`src/rtl/map_rom_arbiter_pkg.sv`:
```
// rtl/map_rom_arbiter_pkg.sv - shared widths, grant encoding and grant policy for map_rom_arbiter
package map_rom_arbiter_pkg;

  localparam int MAP_WIDTH_BITS_DEF  = 4;
  localparam int MAP_HEIGHT_BITS_DEF = 4;
  localparam int MAX_STARVE_DEF      = 3;
  localparam int STARVE_W            = 4;
  localparam int STALL_W             = 16;

  typedef enum logic [1:0] {
    SEL_NONE = 2'd0,
    SEL_T    = 2'd1,
    SEL_O    = 2'd2
  } gnt_sel_e;

  // Overlay has pixel-timing priority; the tracer only wins alone or once starved.
  function automatic gnt_sel_e pick_grant(input logic t_req, input logic o_req,
                                          input logic starve_max);
    gnt_sel_e sel;
    sel = SEL_NONE;
    if (t_req && (!o_req || starve_max)) begin
      sel = SEL_T;
    end else if (o_req) begin
      sel = SEL_O;
    end
    return sel;
  endfunction

endpackage

```
`src/rtl/map_arb_starve.sv`:
```
// rtl/map_arb_starve.sv - saturating tracer starve counter with MAX_STARVE compare
module map_arb_starve
  import map_rom_arbiter_pkg::*;
#(
  parameter int MAX_STARVE = MAX_STARVE_DEF
) (
  input  logic clk,
  input  logic reset,
  input  logic t_req,
  input  logic t_gnt,
  output logic starve_max
);

  logic [STARVE_W-1:0] count;

  // Count refused tracer cycles; any tracer grant or dropped request restarts the count.
  always_ff @(posedge clk) begin
    if (reset) begin
      count <= '0;
    end else if (!t_req || t_gnt) begin
      count <= '0;
    end else if (count != STARVE_W'(MAX_STARVE)) begin
      count <= count + 1'b1;
    end
  end

  assign starve_max = (count == STARVE_W'(MAX_STARVE));

endmodule

```
`src/rtl/map_rom_arbiter.sv`:
```
// rtl/map_rom_arbiter.sv - shares one map ROM between tracer and overlay (optional stats: MAP_ARB_STATS_EN)
module map_rom_arbiter
  import map_rom_arbiter_pkg::*;
#(
  parameter int MAP_WIDTH_BITS  = MAP_WIDTH_BITS_DEF,
  parameter int MAP_HEIGHT_BITS = MAP_HEIGHT_BITS_DEF,
  parameter int MAX_STARVE      = MAX_STARVE_DEF
) (
  input  logic                       clk,
  input  logic                       reset,
  input  logic                       i_t_req,
  input  logic [MAP_WIDTH_BITS-1:0]  i_t_col,
  input  logic [MAP_HEIGHT_BITS-1:0] i_t_row,
  output logic                       o_t_gnt,
  output logic                       o_t_valid,
  output logic                       o_t_val,
  input  logic                       i_o_req,
  input  logic [MAP_WIDTH_BITS-1:0]  i_o_col,
  input  logic [MAP_HEIGHT_BITS-1:0] i_o_row,
  output logic                       o_o_gnt,
  output logic                       o_o_valid,
  output logic                       o_o_val,
  output logic [MAP_WIDTH_BITS-1:0]  o_map_col,
  output logic [MAP_HEIGHT_BITS-1:0] o_map_row,
`ifdef MAP_ARB_STATS_EN
  input  logic                       i_frame_start,
  output logic [STALL_W-1:0]         o_stall_count,
`endif
  input  logic                       i_map_val
);

  gnt_sel_e sel;
  logic     starve_max;
  logic     t_valid_q;
  logic     t_val_q;
  logic     o_valid_q;
  logic     o_val_q;

  map_arb_starve #(
    .MAX_STARVE (MAX_STARVE)
  ) u_starve (
    .clk        (clk),
    .reset      (reset),
    .t_req      (i_t_req),
    .t_gnt      (o_t_gnt),
    .starve_max (starve_max)
  );

  // Grant and ROM address are pure functions of the requests and starve state; nothing is granted during reset.
  always_comb begin
    sel       = SEL_NONE;
    o_map_col = '0;
    o_map_row = '0;
    if (!reset) begin
      sel = pick_grant(i_t_req, i_o_req, starve_max);
    end
    case (sel)
      SEL_T: begin
        o_map_col = i_t_col;
        o_map_row = i_t_row;
      end
      SEL_O: begin
        o_map_col = i_o_col;
        o_map_row = i_o_row;
      end
      default: begin
        o_map_col = '0;
        o_map_row = '0;
      end
    endcase
  end

  assign o_t_gnt = (sel == SEL_T);
  assign o_o_gnt = (sel == SEL_O);

  // Capture the ROM output at the end of each grant cycle; data holds until the same requester is granted again.
  always_ff @(posedge clk) begin
    if (reset) begin
      t_valid_q <= 1'b0;
      t_val_q   <= 1'b0;
      o_valid_q <= 1'b0;
      o_val_q   <= 1'b0;
    end else begin
      t_valid_q <= o_t_gnt;
      o_valid_q <= o_o_gnt;
      if (o_t_gnt) begin
        t_val_q <= i_map_val;
      end
      if (o_o_gnt) begin
        o_val_q <= i_map_val;
      end
    end
  end

  // A reset arriving right after a grant must hide that grant's pulse and data immediately.
  assign o_t_valid = t_valid_q & ~reset;
  assign o_t_val   = t_val_q & ~reset;
  assign o_o_valid = o_valid_q & ~reset;
  assign o_o_val   = o_val_q & ~reset;

`ifdef MAP_ARB_STATS_EN
  logic               stall;
  logic [STALL_W-1:0] stall_count;

  assign stall = (i_t_req & ~o_t_gnt) | (i_o_req & ~o_o_gnt);

  // Saturating per-frame stall counter; frame start clears ahead of any increment.
  always_ff @(posedge clk) begin
    if (reset || i_frame_start) begin
      stall_count <= '0;
    end else if (stall && (stall_count != {STALL_W{1'b1}})) begin
      stall_count <= stall_count + 1'b1;
    end
  end

  assign o_stall_count = stall_count;
`endif

endmodule

```
`config.mk`:
```
export PLATFORM = sky130hd
export DESIGN_NAME = map_rom_arbiter
export DESIGN_NICKNAME = d
export VERILOG_FILES = /design/src/rtl/map_rom_arbiter_pkg.sv /design/src/rtl/map_arb_starve.sv /design/src/rtl/map_rom_arbiter.sv
export SDC_FILE = /design/constraint.sdc
export NUM_CORES = 1
export LEC_CHECK = 0
export CAP_MARGIN = 0
export CORE_UTILIZATION = 38
export CTS_BUF_LIST = sky130_fd_sc_hd__clkbuf_8
export CTS_CLUSTER_SIZE = 28
export DETAILED_ROUTE_END_ITERATION = 7
export MAX_ROUTING_LAYER = met4
export PLACE_DENSITY = 0.92
export SLEW_MARGIN = 20
export SYNTH_ARGS = -nofsm -noshare
export SYNTH_HDL_FRONTEND = slang
export SYNTH_SLANG_ARGS = --single-unit
```
`constraint.sdc`:
```
create_clock -name clk -period 3.2 [get_ports clk]
set_input_delay 0.64 -clock clk [delete_from_list [all_inputs] [get_ports clk]]
set_output_delay 0.64 -clock clk [all_outputs]
set_load 0.02 [all_outputs]
```
==> results of run 1 <==
[where the power goes]
group / total [mW] / internal (mW) / switching, mW
Sequential: 0.105 / 0.103 / 0.00187
Clock: 0.121 / 0.0815 / 0.0394
Combinational: 0.0778 / 0.0462 / 0.0316
Total: 0.304 / 0.231 / 0.0729
[final timing paths]
path              slack [ns]                        endpoint
setup / recovery        0.18                    o_map_row[3]
hold / removal          0.49            t_val_q$_SDFFE_PP0N_
setup reg to reg        1.24  u_starve.count[0]$_SDFFE_PP0N_
hold reg to reg         0.49            t_val_q$_SDFFE_PP0N_
[synthesized netlist by cell type]
library cell,instances
inv_2,1
nand3_1,1
or2_1,1
and3b_1,1
nor3b_1,1
xnor2_1,1
nand2b_1,1
nand2_1,4
buf_2,1
xor2_1,1
mux2i_1,2
a21oi_4,1
nand3b_1,1
nor2_1,13
dfxtp_1,8
mux2_2,1
or3b_4,1
ha_1,4
a21oi_1,1
nor2b_1,6
clkbuf_1,2
buf_1,1
a22oi_1,8
[area by class of cell]
type | instances | area [um2] | area share (%)
timing repair buffer | 39 | 373 | 39.2
multi-input combinational | 49 | 357 | 37.5
sequential | 8 | 160 | 16.8
clock buffer | 3 | 41.3 | 4.34
tap | 14 | 17.5 | 1.84
inverter | 1 | 3.75 | 0.394
[kinds of logic after synthesis]
| family | count (synthesis) | synth area share [%] |
|---|---|---|
| adder cells (fa/ha/maj) | 4 | 9.73 |
| AO/OA/AOI/OAI | 10 | 15.8 |
| XOR/XNOR | 2 | 3.41 |
| flip-flops | 8 | 31.1 |
| AND/OR/NAND/NOR | 30 | 29.9 |
| multiplexers | 3 | 6.08 |
| buffers and inverters | 5 | 3.89 |
[critical path: cells and delay by family]
| family | cells | cell delay (ns) |
|---|---|---|
| adders and majority gates | 1 | 0.24 |
| AOI/OAI and AO/OA | 2 | 0.37 |
| and+or+nand+nor | 2 | 0.26 |
| buffers and inverters | 3 | 0.87 |
[metal layers]
layer / GRT usage (%) / wire length, um / up-vias
met5: - / 0 / -
met4: 5.17 / 14 / 0
met3: 5.20 / 106 / 2
met2: 44.2 / 771 / 30
met1: 24.0 / 576 / 257
li1: - / - / 287
[sequential cells by signal, indices dropped and copies added (netlist names)]
signal and flops:
t_val_q 1, o_valid_q 1, o_val_q 1, u_starve.count 4
t_valid_q 1
[through the flow]
stage / util [%] / cells / TNS [ns] / total power, mW / hold WS, ns
finish: 80.3 / 114 / 0 / 0.304 / 0.489
global route: 80.3 / 114 / 0 / 0.317 / 0.512
CTS: 79.2 / 114 / 0 / 0.307 / 0.489
detailed placement: 75.3 / 111 / -1.09 / 0.182 / 0.483
global placement: 75.3 / 111 / -0.483 / 0.181 / 0.462
floorplan: - / 62 / 0 / 0.138 / 0.449
==> summary.md, run 1 <==
| Metric | Value |
|---|---|
| Vias in the first global route | 572 |
| Die Area | 1500 um2 |
| Fill count | 79 |
| Skew-Pair Late Insertion Delay | 0.22 ns |
| Resize count post-CTS | 11 |
| Slew Limit Headroom | 84.4% |
| CTS root buf | clkbuf_8 |
| Top fanout value on the critical path | 8 |
| Core Area | 1190 um2 |
| CP arrival | 2.38 ns |
| Pleak | 0.427 nW |
| Max-slew violation count | 0 |
| Critical path, cell by cell | clkdlybuf4s50_1 > nand2b_4 > a21oi_4 > inv_2 > ha_2 > a22oi_1 > nor2_1 > dlygate4sd2_1 |
| Status | completed |
| Final GP Congestion | 0.726 |
| VDD IR max | 0.163 mV |
| Top post-synthesis cells by area | dfxtp_1 (31%), a22oi_1 (12%), ha_1 (9.7%), nor2_1 (9.5%), nor2b_1 (7.3%) |
| # diodes | 0 |
| Worst Path Required | 2.56 ns |
| Clock Tree Buf Depth | 2 |
| Vias/cell | 5.05 |
| Die Wd | 38.8 um |
| Routed Wire Length | 1470 um |
| Share of cells above drive strength 1 | 15.0% |
| Most frequent cells in the layout | clkdlybuf4s50_1 (24), nor2_1 (13), a22oi_1 (8), dfxtp_1 (8), dlygate4sd2_1 (8) |
| Hold wc startpoint | t_val_q$_SDFFE_PP0N_ |
| Top cell type's share of synthesized area | 31.1% |
| Remaining global-route overflow | 0 |
| Largest net degree at the start of global routing | 10 |
| Mapped Avg Cell Area | 8.29 um2 |
| CTS Buf Count | 3 |
| Initial core utilization | 43.4% |
| Area after DPL | 893 um2 |
| Clock transition at path regs | 0.04 ns |
| Post-detailed-route count of antenna-violating nets | 0 |
| Num Clock Sinks | 8 |
| Seq/Total Area, Yosys | 31.1% |
| Final hold viol count | 0 |
| Post-CTS Hold Fix Bufs | 0 |
| Critical-path top delay cell | clkdlybuf4s50_1 |
| Cell area after layout | 952 um2 |
| Post-synth net total | 87 |
| Post-layout min period | 3.02 ns |
| R2r worst-path depth | 7 |
| Std-Cell Rows | 12 |
| Drt pass-1 iters | 4 |
| Yosys reg bits | 8 |
| Residual DRC | 0 |
| Worst reg2reg startpoint | u_starve.count[0]$_SDFFE_PP0N_ |
| Worst slack, placed | -0.141 ns |
| Post-CTS setup buffer count | 0 |
| DRT iter0 DRCs | 11 |
| Commonest non-fill, non-tap cell in the layout | clkdlybuf4s50_1 |
| Critical path type | input pin to output port |
| Max cap viols | 0 |
| Worst Max-Slew Pin Slew | 0.233 ns |
| Max incr delay on CP | 0.49 ns |
| Global-route wire length before repair | 2300 um |
| WL per Instance | 12.9 um |
| Mapped Cells | 62 |
| Area leader, netlist | dfxtp_1 |
| DR vias | 576 |
| Fmax | 0.332 GHz |
| Power Density | 319 nW/um2 |
| Ports | 35 |
| Final setup viols | 0 |
| Chip height | 38.8 um |
| Worst hold stages | 2 |
| Netlist cell types | 23 |
| Synth warn | 0 |
| Final Skew | 0.00154 ns |
| Port-buffer cells | 34 |
| Final setup margin | 0.185 ns |
| Tcrit/Tclk final | 94.2% |
| Hold/Removal Path Class | register to register |
| Crit. Startpoint | reset |
| RSZ-0062 raised after global routing | no |
| Startpoint Class | input pin |
| Nets | 127 |
| Post-DP HPWL | 1110 um |
| Layout area overhead | 85.2% |
| Initial antenna violation count | 0 |
| CP endpoint kind | output port |
| CTS tree | yes |
| GRT Util Overall | 23.3% |
| H-tree depth | 1 |
| Synth Cell Area | 514 um2 |
(Power assumes the default switching activity.)
==> run 2: changes to the inputs <==
--- a/config.mk
+++ b/config.mk
@@ -6,6 +6,7 @@
 export NUM_CORES = 1
 export LEC_CHECK = 0
 export CAP_MARGIN = 0
+export CORE_MARGIN = 8
 export CORE_UTILIZATION = 38
 export CTS_BUF_LIST = sky130_fd_sc_hd__clkbuf_8
 export CTS_CLUSTER_SIZE = 28
==> run 2 against run 1 <==
Against the previous run:
- flip-flop and latch count unchanged
- clock power about the same
- clock-buffer cell count unchanged
- critical path type unchanged
- via count down 2.1%
- wire length up 9.9%
- highest routed layer unchanged
==> summary.md, run 2 (synthesized netlist as in run 1, its figures left out) <==
| Metric | Value |
|---|---|
| Vias in the first global route | 656 |
| Clock Tree Buf Depth | 2 |
| R2R setup slack | 1.38 ns |
| Final core occ | 72.4% |
| Switching share of power | 24.0% |
| Final GP Congestion | 0.697 |
| Critical path type | input pin to output port |
| Final Skew | 0.000333 ns |
| Clock group share of total power | 40.6% |
| Die Area | 2790 um2 |
| Max cap viols | 0 |
| Post-detailed-route count of antenna-violating nets | 0 |
| Global-route wire length before repair | 2890 um |
| Drt pass-1 iters | 4 |
| Int Power | 0.228 mW |
| RSZ-0062 raised after global routing | no |
| H-tree depth | 1 |
| R2r endpoint | u_starve.count[0]$_SDFFE_PP0N_ |
| Post-layout min period | 3.02 ns |
| Cell area after layout | 931 um2 |
| Share of cells above drive strength 1 | 12.1% |
| Remaining global-route overflow | 0 |
| Final setup viols | 0 |
| Crit. Startpoint | reset |
| Die Wd | 52.8 um |
| R2r worst-path depth | 7 |
| Chip height | 52.8 um |
| Initial antenna violation count | 0 |
| Largest net degree at the start of global routing | 9 |
| Final setup TNS | 0 ns |
| Skew-Pair Late Insertion Delay | 0.23 ns |
| Routed Wire Length | 1610 um |
| DR vias | 564 |
| Residual DRC | 0 |
| Post-DP HPWL | 1400 um |
| CP endpoint kind | output port |
| CP arrival | 2.38 ns |
| Top fanout value on the critical path | 8 |
| Layout area overhead | 81.0% |
| WL per Instance | 14.2 um |
| # diodes | 0 |
| Pleak | 0.426 nW |
| Commonest non-fill, non-tap cell in the layout | clkdlybuf4s50_1 |
| Most frequent cells in the layout | clkdlybuf4s50_1 (25), nor2_1 (13), a22oi_1 (8), dfxtp_1 (8) |
| Biggest register | u_starve.count |
| Worst Max-Slew Pin Slew | 0.324 ns |
| Ports | 35 |
| Hold/Removal Path Class | register to register |
| CTS tree | yes |
| Startpoint Class | input pin |
| Max reg flops | 4 |
| Worst reg2reg startpoint | u_starve.count[0]$_SDFFE_PP0N_ |
| Area after DPL | 887 um2 |
| Nets | 126 |
| CTS Buf Count | 3 |
| Power Density | 322 nW/um2 |
| Logic gate share of total power | 24.3% |
| Slew Limit Headroom | 78.3% |
| Status | completed |
| DRT iter0 DRCs | 5 |
| Vias/cell | 4.95 |
| Num Clock Sinks | 8 |
| Placed insts | 111 |
| Met3 Wirelength | 156 um |
| GRT Util Overall | 14.3% |
| Worst Path Required | 2.56 ns |
| Clock transition at path regs | 0.04 ns |
| Std-Cell Rows | 13 |
| CTS root buf | clkbuf_8 |
| Max Used Layer | met4 |
| Non-filler cells, final | 114 |
| Core Area | 1280 um2 |
| Post-CTS Hold Fix Bufs | 0 |
| Fmax | 0.331 GHz |
| Met1 WL | 709 um |
| Tcrit/Tclk final | 94.5% |
| CP endpoint | o_t_gnt |
| Flop pwr share | 35.0% |
| Max-slew violation count | 0 |
| Port-buffer cells | 34 |
| Final hold viol count | 0 |
| DR WL met2 | 730 um |
| Initial core utilization | 40.0% |
| VDD IR max | 0.271 mV |
| Fill count | 94 |
| Sw Pwr | 0.0719 mW |
[run 2: how the worst min path moves through the flow]
| stage | to | from | depth (start not counted) |
|---|---|---|---|
| floorplan | u_starve.count[1]$_SDFFE_PP0N_ | u_starve.count[1]$_SDFFE_PP0N_ | 2 |
| global placement | u_starve.count[1]$_SDFFE_PP0N_ | u_starve.count[1]$_SDFFE_PP0N_ | 2 |
| detailed placement | u_starve.count[1]$_SDFFE_PP0N_ | u_starve.count[1]$_SDFFE_PP0N_ | 2 |
| CTS | u_starve.count[1]$_SDFFE_PP0N_ | u_starve.count[1]$_SDFFE_PP0N_ | 2 |
| global route | u_starve.count[1]$_SDFFE_PP0N_ | u_starve.count[1]$_SDFFE_PP0N_ | 2 |
| finish | u_starve.count[1]$_SDFFE_PP0N_ | u_starve.count[1]$_SDFFE_PP0N_ | 2 |
[run 2: timing repair]
action,CTS,global route
gates resized for setup,7,3
buffers inserted,0,0
endpoints found under the setup margin,7,3
[run 2: power by group through the flow]
stage | combinational, mW | clock, mW | sequential (mW)
after detailed placement | 0.0751 | 0 | 0.107
after global routing | 0.0791 | 0.134 | 0.105
after floorplan | 0.0316 | 0 | 0.106
final | 0.0728 | 0.122 | 0.105
after CTS | 0.0740 | 0.126 | 0.105
after global placement | 0.0736 | 0 | 0.106
[run 2: per-layer routing]
layer  up-vias  track usage (%)
met4         0             5.17
li1        285                -
met2        26             20.9
met3         3             8.52
met1       250             15.6
met5         -                -
[run 2: stage by stage]
step,setup slack (ns),hold WS (ns),power [mW]
finish,0.176,0.474,0.299
detailed placement,-0.0690,0.468,0.182
floorplan,0.550,0.449,0.138
CTS,0.000512,0.474,0.304
global route,0.0564,0.496,0.318
global placement,0.00549,0.463,0.180
[run 2: critical path: stages]
cell and delay, ns:
clkdlybuf4s50_1 0.44, nand2b_1 0.21, a21oi_4 0.15, ha_1 0.18, buf_4 0.15, clkdlybuf4s50_1 0.61
[run 2: layout make-up]
class,count,area [um2],share of cell area [%]
clock buffers,3,41.3,4.44
inverters,1,3.75,0.403
multi-input cells,49,337,36.2
flip-flops and latches,8,160,17.2
well taps,15,18.8,2.02
repair buffers,38,370,39.8
==> run 3: changes to the inputs <==
--- a/config.mk
+++ b/config.mk
@@ -5,14 +5,15 @@
 export SDC_FILE = /design/constraint.sdc
 export NUM_CORES = 1
 export LEC_CHECK = 0
+export ABC_AREA = 1
 export CAP_MARGIN = 0
 export CORE_MARGIN = 8
-export CORE_UTILIZATION = 38
+export CORE_UTILIZATION = 40
 export CTS_BUF_LIST = sky130_fd_sc_hd__clkbuf_8
 export CTS_CLUSTER_SIZE = 28
 export DETAILED_ROUTE_END_ITERATION = 7
 export MAX_ROUTING_LAYER = met4
-export PLACE_DENSITY = 0.92
+export PLACE_DENSITY = 0.93
 export SLEW_MARGIN = 20
 export SYNTH_ARGS = -nofsm -noshare
 export SYNTH_HDL_FRONTEND = slang
==> run 3 against run 2 <==
Against the previous run:
- non-clock buffer count rose by 2
- area after synthesis rose by 9.0%
- cell count rose by 23%
- fmax fell by 0.19%
- first-iteration DRC count rose to 3.4 times the previous value
- clock-buffer cell count did not move
- die area rose by 2.5%
==> summary.md, run 3 <==
| Metric | Value |
|---|---|
| Status | completed |
| Initial core utilization | 43.1% |
| R2r endpoint | u_starve.count[2]$_SDFFE_PP0N_ |
| Synth Cell Area | 561 um2 |
| Top cell type's share of synthesized area | 28.6% |
| Largest net degree at the start of global routing | 11 |
| Pleak | 0.458 nW |
| Worst Path Required | 2.56 ns |
| Resize count post-CTS | 9 |
| Startpoint Class | input pin |
| Die Wd | 53.4 um |
| Routed Wire Length | 1870 um |
| Max reg flops | 4 |
| Final setup viols | 0 |
| VDD IR max | 0.203 mV |
| Drt pass-1 iters | 5 |
| Post-DP HPWL | 1510 um |
| # diodes | 0 |
| Max incr delay on CP | 0.63 ns |
| WL per Instance | 13.3 um |
| R2r worst-path depth | 12 |
| GRT Util Overall | 14.3% |
| CTS root buf | clkbuf_8 |
| Worst hold stages | 2 |
| Post-synth net total | 110 |
| Chip height | 53.4 um |
| Hold/Removal Path Class | register to register |
| Clock Tree Buf Depth | 2 |
| Post-detailed-route count of antenna-violating nets | 0 |
| Post-layout min period | 3.03 ns |
| Top post-synthesis cells by area | dfxtp_1 (29%), nand2_1 (17%), a21oi_1 (13%), ha_1 (8.9%), inv_1 (6.7%) |
| Tot Pwr | 0.304 mW |
| DR vias | 694 |
| Power Density | 308 nW/um2 |
| Top cells by instance count after synthesis | nand2_1 (25), a21oi_1 (14), inv_1 (10) |
| Nets | 152 |
| Fill count | 103 |
| Cell area after layout | 988 um2 |
| Worst reg2reg startpoint | u_starve.count[0]$_SDFFE_PP0N_ |
| Ports | 35 |
| Max cap viols | 0 |
| Commonest non-fill, non-tap cell in the layout | clkdlybuf4s50_1 |
| Vias in the first global route | 732 |
| Std-Cell Rows | 13 |
| Tcrit/Tclk final | 94.7% |
| Final Skew | 0.00232 ns |
| CP arrival | 2.39 ns |
| Final setup margin | 0.170 ns |
| Synth warn | 0 |
| Initial antenna violation count | 0 |
| H-tree depth | 1 |
| Area leader, netlist | dfxtp_1 |
| Area after DPL | 948 um2 |
| Port-buffer cells | 34 |
| Worst Max-Slew Pin Slew | 0.239 ns |
| Worst Path Buf+Inv | 3 |
| Critical-path top delay cell | clkdlybuf4s50_1 |
| Hold wc startpoint | t_val_q$_SDFFE_PP0N_ |
| Share of cells above drive strength 1 | 14.4% |
| Netlist cell types | 18 |
| Critical path, cell by cell | clkdlybuf4s50_1 > inv_2 > nand2_1 > a21oi_1 > ha_2 > clkdlybuf4s50_1 |
| Residual DRC | 0 |
| Mapped Avg Cell Area | 6.59 um2 |
| Worst slack, placed | -0.160 ns |
| Num Clock Sinks | 8 |
| RSZ-0062 raised after global routing | no |
| CP endpoint kind | output port |
| Final GP Congestion | 0.800 |
| CTS Buf Count | 3 |
| Final hold viol count | 0 |
| Async SR Flop Fraction | 0% |
| Max-slew violation count | 0 |
| Layout area overhead | 76.3% |
| Fmax | 0.330 GHz |
| Global-route wire length before repair | 2980 um |
| Final core occ | 76.0% |
| Biggest register | u_starve.count |
| Skew-Pair Late Insertion Delay | 0.23 ns |
| Top fanout value on the critical path | 9 |
| Vias/cell | 4.96 |
| Count leader, synth | nand2_1 |
| Multi-input gate area in the final layout | 340 um2 |
| FF+latch area | 160 um2 |
| Number of enable flip-flop cells after synthesis | 0 |
| Seq/Total Area, Yosys | 28.6% |
| Yosys reg bits | 8 |
| Die Area | 2860 um2 |
| Most frequent cells in the layout | clkdlybuf4s50_1 (26), nand2_1 (25), a21oi_1 (14), inv_1 (10) |
| Clock transition at path regs | 0.04 ns |
| Remaining global-route overflow | 0 |
| Core Area | 1300 um2 |
| Slew Limit Headroom | 84.0% |
| Critical Path Stages | 6 |
| Cell repeated most along the worst path | clkdlybuf4s50_1 |
| R2R setup slack | 1.34 ns |
| Post-CTS setup buffer count | 0 |
| Top FF cell, synth | dfxtp_1 |
| Mapped Cells | 85 |
| DRT iter0 DRCs | 17 |
| Critical path type | input pin to output port |
| CTS tree | yes |
| Worst hold endpoint | t_val_q$_SDFFE_PP0N_ |
| CP delay by family, top | buffers and inverters |
| Post-CTS Hold Fix Bufs | 0 |
-- run 3: changes by cell type after synthesis, sizes merged, moves of 2 or more --
cell | previous run | this run
mux2i | 2 | 0
nand2 | 4 | 27
nand3 | 1 | 5
nor2 | 13 | 9
inv | 1 | 12
a22oi | 8 | 0
nor2b | 6 | 0
a21oi | 2 | 14
-- run 3: cell type report --
| class | count | area share (%) |
|---|---|---|
| Timing Repair Buffer | 40 | 38.4 |
| Inverter | 13 | 4.94 |
| Tap cell | 15 | 1.90 |
| Sequential cell | 8 | 16.2 |
| Clock buffer | 3 | 4.18 |
| Multi-Input combinational cell | 61 | 34.4 |
-- run 3: how the worst max path moves through the flow --
stage               startpoint      endpoint  slack [ns]
global placement         reset  o_map_row[0]       -0.05
detailed placement       reset  o_map_row[0]       -0.16
CTS                      reset  o_map_col[1]        0.02
floorplan                reset  o_map_col[0]        0.70
global route             reset  o_map_col[2]        0.05
finish                   reset       o_o_gnt        0.17
-- run 3: cell families after synthesis --
family	count (synthesis)	synth area share (%)
fa+ha+maj	4	8.93
buf+inv	16	11.6
xor+xnor	1	1.56
compound gates	14	12.5
flops	8	28.6
simple gates	42	36.8
-- run 3: where the power goes --
| part | total (mW) | leakage, nW | switching, mW | internal [mW] |
|---|---|---|---|---|
| clock | 0.121 | 0.0216 | 0.0399 | 0.0815 |
| combinational | 0.0768 | 0.372 | 0.0342 | 0.0427 |
| sequential | 0.106 | 0.0651 | 0.00223 | 0.103 |
-- run 3: worst register-to-register path: cells and delay by family, from the launching register on --
family / cells / cell delay (ns)
flops: 1 / 0.39
buf+inv: 4 / 0.34
fa+ha+maj: 2 / 0.57
simple gates: 6 / 0.46
-- run 3: per-stage QoR --
step                      hold WS (ns)  std cells  setup TNS, ns
final                            0.495        140              0
after global routing             0.540        140              0
after CTS                        0.500        140              0
after detailed placement         0.494        137         -0.726
after global placement           0.461        137         -0.301
after floorplan                  0.445         85              0
-- run 3: per-layer routing --
layer	up-vias	track usage, %	wire (um)	share of wire (%)
met4	0	3.78	20	1.1
met1	309	13.3	709	38
met2	33	25.4	939	50
met5	-	-	0	0
li1	345	-	-	-
met3	7	7.00	197	11
